`src/rtl/keypad_scanner.sv`:
```
// 4x4 active-low matrix keypad scanner: row drive, column sync, debounce, key strobe and held flag.
// Optional auto-repeat while a key is held is compiled in with `define KEYPAD_REPEAT_EN.

module keypad_col_sync (
  input  logic clk,
  input  logic reset,
  input  logic d,
  output logic q
);
  logic meta;

  // Idle level of a pulled-up column is high, so the flops reset to 1.
  always_ff @(posedge clk or posedge reset) begin
    if (reset) begin
      meta <= 1'b1;
      q    <= 1'b1;
    end else begin
      meta <= d;
      q    <= meta;
    end
  end
endmodule

module keypad_scanner #(
  parameter int SCAN_DIV      = 50000,
  parameter int DEB_CYCLES    = 500000,
  parameter int REPEAT_CYCLES = 25000000
) (
  input  logic       clk,
  input  logic       reset,
  input  logic [3:0] col,
  output logic [3:0] row,
  output logic [3:0] key_code,
  output logic       key_valid,
  output logic       key_held
);
  localparam int NUM_COLS = 4;
  localparam int CNT_MAX  = (SCAN_DIV > DEB_CYCLES) ? SCAN_DIV : DEB_CYCLES;
  localparam int CW       = $clog2(CNT_MAX + 1);
  localparam logic [CW-1:0] SCAN_LAST = CW'(SCAN_DIV - 1);
  localparam logic [CW-1:0] DEB_LAST  = CW'(DEB_CYCLES - 1);

  typedef enum logic [1:0] {SCAN = 2'd0, DEBOUNCE = 2'd1, HOLD = 2'd2} state_t;

  state_t              state, state_d;
  logic [NUM_COLS-1:0] col_s;
  logic [CW-1:0]       cnt, cnt_d;
  logic [3:0]          row_d, row_rot, key_code_d;
  logic [1:0]          lat_row, lat_row_d, lat_col, lat_col_d;
  logic [1:0]          row_idx, low_col;
  logic                key_valid_d, key_held_d;
  logic                any_low, lat_bit, scan_last, deb_last;
  logic                rep_fire;

  if (SCAN_DIV < 4 || DEB_CYCLES < 1 || REPEAT_CYCLES < 2) begin : g_bad_param
    $error("keypad_scanner: parameter out of range");
  end

  for (genvar g = 0; g < NUM_COLS; g++) begin : g_sync
    keypad_col_sync u_sync (
      .clk  (clk),
      .reset(reset),
      .d    (col[g]),
      .q    (col_s[g])
    );
  end

  assign any_low   = (col_s != 4'hF);
  assign lat_bit   = col_s[lat_col];
  assign scan_last = (cnt == SCAN_LAST);
  assign deb_last  = (cnt == DEB_LAST);
  assign row_rot   = {row[2:0], row[3]};

  always_comb begin
    unique case (row)
      4'b1101: row_idx = 2'd1;
      4'b1011: row_idx = 2'd2;
      4'b0111: row_idx = 2'd3;
      default: row_idx = 2'd0;
    endcase
  end

  // Lowest-indexed low column wins when several are pressed on one row.
  always_comb begin
    low_col = 2'd0;
    for (int i = NUM_COLS - 1; i >= 0; i--)
      if (!col_s[i]) low_col = 2'(i);
  end

  always_ff @(posedge clk or posedge reset) begin
    if (reset) state <= SCAN;
    else       state <= state_d;
  end

  always_comb begin
    state_d = state;
    unique case (state)
      SCAN:     if (scan_last && any_low) state_d = DEBOUNCE;
      DEBOUNCE: if (lat_bit)              state_d = SCAN;
                else if (deb_last)        state_d = HOLD;
      HOLD:     if (lat_bit && deb_last)  state_d = SCAN;
      default:                            state_d = SCAN;
    endcase
  end

`ifdef KEYPAD_REPEAT_EN
  localparam int RW = $clog2(REPEAT_CYCLES + 1);
  localparam logic [RW-1:0] REP_LAST = RW'(REPEAT_CYCLES - 1);
  logic [RW-1:0] rep_cnt, rep_cnt_d;

  // Runs only while HOLD persists; the exit cycle clears it and never fires.
  always_comb begin
    rep_cnt_d = '0;
    rep_fire  = 1'b0;
    if (state == HOLD && state_d == HOLD) begin
      if (rep_cnt == REP_LAST) rep_fire  = 1'b1;
      else                     rep_cnt_d = rep_cnt + 1'b1;
    end
  end

  always_ff @(posedge clk or posedge reset) begin
    if (reset) rep_cnt <= '0;
    else       rep_cnt <= rep_cnt_d;
  end
`else
  assign rep_fire = 1'b0;
`endif

  always_comb begin
    cnt_d       = cnt;
    row_d       = row;
    lat_row_d   = lat_row;
    lat_col_d   = lat_col;
    key_code_d  = key_code;
    key_valid_d = rep_fire;
    key_held_d  = key_held;
    unique case (state)
      SCAN: begin
        if (scan_last) begin
          cnt_d = '0;
          if (any_low) begin
            lat_row_d = row_idx;
            lat_col_d = low_col;
          end else begin
            row_d = row_rot;
          end
        end else begin
          cnt_d = cnt + 1'b1;
        end
      end
      DEBOUNCE: begin
        if (lat_bit) begin
          cnt_d = '0;
          row_d = row_rot;
        end else if (deb_last) begin
          cnt_d       = '0;
          key_code_d  = {lat_row, lat_col};
          key_valid_d = 1'b1;
          key_held_d  = 1'b1;
        end else begin
          cnt_d = cnt + 1'b1;
        end
      end
      HOLD: begin
        // Release counter: any low sample restarts the stable-high run.
        if (!lat_bit) begin
          cnt_d = '0;
        end else if (deb_last) begin
          cnt_d      = '0;
          key_held_d = 1'b0;
          row_d      = row_rot;
        end else begin
          cnt_d = cnt + 1'b1;
        end
      end
      default: begin
        cnt_d = '0;
        row_d = 4'b1110;
      end
    endcase
  end

  always_ff @(posedge clk or posedge reset) begin
    if (reset) begin
      cnt       <= '0;
      row       <= 4'b1110;
      lat_row   <= 2'd0;
      lat_col   <= 2'd0;
      key_code  <= 4'h0;
      key_valid <= 1'b0;
      key_held  <= 1'b0;
    end else begin
      cnt       <= cnt_d;
      row       <= row_d;
      lat_row   <= lat_row_d;
      lat_col   <= lat_col_d;
      key_code  <= key_code_d;
      key_valid <= key_valid_d;
      key_held  <= key_held_d;
    end
  end
endmodule

```
`config.mk`:
```
export PLATFORM = sky130hd
export DESIGN_NAME = keypad_scanner
export DESIGN_NICKNAME = d
export VERILOG_FILES = /design/src/rtl/keypad_scanner.sv
export SDC_FILE = /design/constraint.sdc
export NUM_CORES = 1
export LEC_CHECK = 0
export ABC_AREA = 1
export BUFFER_PORTS_ARGS = -buffer_cell sky130_fd_sc_hd__buf_2
export CELL_PAD_IN_SITES_DETAIL_PLACEMENT = 0
export CELL_PAD_IN_SITES_GLOBAL_PLACEMENT = 1
export CORE_AREA = 2 2 66 84
export CTS_CLUSTER_SIZE = 16
export DETAILED_ROUTE_END_ITERATION = 10
export DIE_AREA = 0 0 68 86
export PLACE_DENSITY_LB_ADDON = 0.15
export SYNTH_ARGS = -nofsm -noshare
export SYNTH_HDL_FRONTEND = slang
export SYNTH_SLANG_ARGS = --single-unit
```
`constraint.sdc`:
```
create_clock -name clk -period 1.8 [get_ports clk]
set_clock_uncertainty 0.1 [all_clocks]
set_input_delay 0.18 -clock clk [delete_from_list [all_inputs] [get_ports clk]]
set_output_delay 0.18 -clock clk [all_outputs]
set_load 0.03 [all_outputs]
```
# After elaboration in Yosys (flattened, before gate mapping)
# Index checks and enable logic that the tools add are counted.
# classes
add_sub_neg	1
n_lt_le_gt_ge	1
eq_ne	18
n_mux	31
n_bitwise	1
reduce_logical	9
# ops
operator	count
$mux 19	4
$pmux 19 s3	1
$mux 4	5
$add 19x1->19 const B	1
$eq 19x16->1 const B	1
$eq 19x19->1 const B	1
$ne 2x2->1 const B	9
$mux 2	8
$pmux 2 s3	2
$pmux 4 s3	1
$reduce_and 5->1	2
$reduce_and 3->1	3
$eq 4x4->1 const B	2
$mux 1	8
$eq 4x3->1 const B	1
$ne 4x4->1 const B	1
$lt 2x3->1 const B	1
$ne 3x3->1 const B	1
$bmux 1 s2	1
$eq 2x1->1 const B	1
$eq 2x2->1 const B	1
$logic_and 1x1->1	2
$logic_not 2->1	1
$pmux 1 s2	1
2 further kinds	2
# totals
register_bits	43
input_bits	6
out_inout_bits	10
elab_cells	77

# Longest topological paths before layout
# logic_depth
depth_word	5
mapped_depth	12
depth_no_buf	11

# Cells and area by module
# Synthesis repeated with hierarchy kept, for this count alone.
# hier_totals
cells_unflattened	361
hier_area_um2	2531.2
# modules_own_cells
module	instances	cells_each	area_per_inst_um2	seq_area_each_um2
keypad_scanner	1	349	2306.0	879.6
keypad_col_sync	4	3	56.3	52.6

# Least setup slack after synthesis
# Ideal clock, no wire load.
# synth_timing
path_type	register -> register
startpoint	reg cnt[0]
endpoint	reg cnt[6]
setup_time_ns	0.122
arrival_ns	1.367
required_time_ns	1.578
setup_slack_ns	0.210
stages_incl_launch_ff	10
n_path_buf	1
synth_period_minus_slack_ns	1.590
path_cell_list	dfrtp_1 > ha_1 > nand2_2 > nor2_4 > nand3_1 > nand2_1 > nand2_4 > inv_6 > buf_12 > nor2_2
# synth_between
elab_chain_len	4
elab_cells_between_ends	8
classes_between	add/sub: 1; eq/ne: 2; mux: 5
# synth_rtl
element	line_no	source
start, declared	47	logic [CW-1:0] cnt, cnt_d;
start signal, assigned	193	cnt <= cnt_d;
$add 19x1->19 or $eq 19x19->1 (tied branches)	-	
$mux 19	155, 168	
$mux 19, on equally long branches	166, 152	
$pmux 19 s3 *	137	unique case (state)
via cnt_d[6]	47	
# The timed path passes the listed nets; every way through them passes the cells marked *.
# A chain may end at the register's enable or synchronous reset.

# Worst setup path after layout
# layout_timing
startpoint	reg cnt[1]
endpoint	reg row[3]
# layout_between
elab_chain_len	3
elab_cells_between_ends	5
classes_between	eq/ne: 4; reduce/logical: 1
# layout_rtl
element	line_no	source
$eq 19x19->1 or $eq 19x16->1 (tied branches)	71, 70	
$ne 2x2->1 (no line)	-	
$reduce_and 5->1 (no line) *	-	
end signal, assigned	194	row <= row_d;
end, declared	32	output logic [3:0] row,
# Every way passes the cells marked *; elsewhere a longest branch is shown, timed or not.

==> impl_metrics.yaml <==
logic_synthesis:
  synth-seq-cells: 43
  synth_edf_count: 0
  ys_top_cells_by_area: "dfrtp_1, dfstp_2, nand2_1"
  ys_async_sr_fraction: 1.00
  synth_nets: 274
  yosysWarningCount: 0
  synth_ff_type: "dfrtp_1"
  yosysTopAreaCellShare: 0.362
  mappedNetlistArea_sq_um: 2210
  seq_area_frac_synth: 0.493
  synth_cell_types: 27
  synth.avg_cell_area_sq_um: 8.28
  synth_cells: 267
  yosysTopAreaCell: "dfrtp_1"
global_route:
  groute.usage.overall: 0.162
  grtUsageMet2: 0.279
  grt_pass1_wl_um: 7290
  use_met3: 0.0341
  grt_pass1_vias: 1696
  globalRoute.busiestLayer: "met2"
  grt_max_degree: 29
  grt_use_met1: 0.189
  antenna_found_initial: 0
  globalRouteOverflowTotal: 0
clock_tree:
  root_buffer: "clkbuf_8"
  cts_inserted_buffers: 5
  cts_tree: "done"
  clk_path_buf_depth: 2
  cts.sinks: 43
  clk-insertion-delay-late_ns: 0.29
  clk_pin_slew_ns: 0.08
  htree_levels: 2
worst_setup_path:
  criticalPathCategory: "reg2reg"
  worstPathMaxFanout: 5
  cp-start-kind: "register"
  cp.arrival_ns: 1.84
  crit_required_ns: 1.94
  cp-end-kind: "register"
power_and_ir_drop:
  ir_worst_vdd_uv: 387
  power_uw: 1910
  power_density_nw_per_um2: 738
  p_leak_uw: 0.00121
timing:
  max_freq_ghz: 0.591
  worst_slack_ns: 0.107
  hold_viol: 0
  setup_viol: 0
  slew_violations: 0
  fin_crit_ns: 1.69
  tightest_slew_ns: 0.364
  period_share: 0.941
  relSlewSlack: 0.757
drt:
  routed_wl_um: 4190
  drc: 0
  drt_iter0_drc: 54
  vias: 1711
  antenna_left: 0
  drt_pass1_iterations: 4
  viasPerCell: 4.69
  wire_per_inst_um: 11.5
run_status:
  outcome: "complete, no violations"
final_layout:
  diodes: 0
  fin_cells: 365
  area_growth_pct: 17.3
  fillerInstances: 500
  nNetsFinal: 309
  drive_gt1_frac: 0.257
floorplan:
  die_w_um: 68
  core-area_sq_um: 5010
  io_pins: 16
  row_count: 29
  dieArea_sq_um: 5850
  start_util: 0.441
  die_y_um: 86
place:
  gp_congestion: 0.795
  hpwl_um: 3170
  dp_cells: 347
  preCtsSetupSlack_ns: 0.0663
  port_buffers: 15
hold_path:
  hp-class: "reg2reg"
run:
  drv_cap: 0
==> final cells by class <==
class	instances	area (sq um)	area share
tap	62	77.6	0.0299
clock buffer	6	72.6	0.0280
sequential	43	1090	0.421
timing repair buffer	30	200	0.0773
inverter	37	144	0.0555
clock inverter	2	60.1	0.0232
multi-input combinational	185	947	0.366
==> final timing paths <==
path | endpoint | cells after the start | slack [ns] | start
setup / recovery | row[3] | 10 | 0.11 | cnt[1]
hold / removal | g_sync[3].u_sync.q | 0 | 0.26 | g_sync[3].u_sync.meta
setup reg to reg | row[3] | 10 | 0.11 | cnt[1]
hold reg to reg | g_sync[3].u_sync.q | 0 | 0.26 | g_sync[3].u_sync.meta
max in group asynchronous | cnt[8] | 5 | 0.69 | reset
min in group asynchronous | row[0] | 4 | 0.37 | reset
==> synth_stat cells, types with 2 or more instances <==
| cell | number |
|---|---|
| a21oi_1 | 3 |
| dfrtp_1 | 32 |
| dfstp_2 | 11 |
| inv_1 | 33 |
| inv_2 | 2 |
| nand2_1 | 68 |
| nand2_2 | 7 |
| nand3_1 | 15 |
| nand3_2 | 3 |
| nand4_1 | 5 |
| nor2_1 | 31 |
| nor2_2 | 15 |
| nor2_4 | 4 |
| nor3_1 | 3 |
| o21ai_0 | 15 |
| xor2_1 | 9 |
==> power breakdown <==
group / leakage, uW / switching [uW] / internal [uW]
Clock: 0.0000654 / 325 / 555
Combinational: 0.000597 / 27.4 / 17.0
Sequential: 0.000548 / 5.02 / 982
Total: 0.00121 / 358 / 1550
==> kinds of logic (layout without fill, tap and decap cells) <==
group | after synthesis | in the layout | share of synthesized area
AND/OR/NAND/NOR | 152 | 152 | 0.324
XOR/XNOR | 10 | 10 | 0.0396
AO/OA/AOI/OAI | 22 | 22 | 0.0578
adder cells (fa/ha/maj) | 1 | 1 | 0.00566
flip-flops | 43 | 43 | 0.493
buffers and inverters | 39 | 75 | 0.0793
==> flip-flops by register name, summed over array words and instances, names as in the netlist <==
| name | count |
|---|---|
| g_sync.u_sync.q | 4 |
| key_code | 4 |
| lat_row | 2 |
| key_held | 1 |
| key_valid | 1 |
| lat_col | 2 |
| cnt | 19 |
| g_sync.u_sync.meta | 4 |
| state | 2 |
| row | 4 |
==> cell usage in the layout, fill, tap and decap left out, types with 7 or more instances in the layout <==
master / instances
buf_2: 15
buf_4: 10
dfrtp_1: 32
dfstp_2: 11
inv_1: 32
nand2_1: 68
nand2_2: 7
nand3_1: 15
nor2_1: 31
nor2_2: 15
o21ai_0: 15
xor2_1: 9
==> routing by layer <==
layer,vias to the layer above,part of all wire
met5,-,0
met4,0,0.020
met3,8,0.022
met2,14,0.52
met1,792,0.44
li1,897,-
==> critical path: stages (launching register included) <==
cell	delay, ns
dfrtp_1	0.37
ha_2	0.20
nand2_2	0.10
nor2_4	0.16
nand3_1	0.10
nor2_1	0.12
nand3_1	0.09
nand2_2	0.13
buf_4	0.13
nand3_1	0.07
nand2_1	0.07
==> repair_timing <==
item	CTS	global route
endpoints found under the setup margin	0	6
resized for setup	0	1
hold endpoints to repair	20	0
setup buffers	0	5
hold buffers	5	0
==> stage by stage <==
stage,utilization,hold slack (ns),area (sq um),setup TNS [ns]
2_1_floorplan,-,0.0845,2210,0
3_3_place_gp,0.473,0.147,2370,0
3_5_place_dp,0.473,0.155,2370,0
4_1_cts,0.509,0.259,2550,0
5_1_grt,0.517,0.262,2590,-0.00231
6_report,0.517,0.258,2590,0
Power figures use the tool's default switching activity.
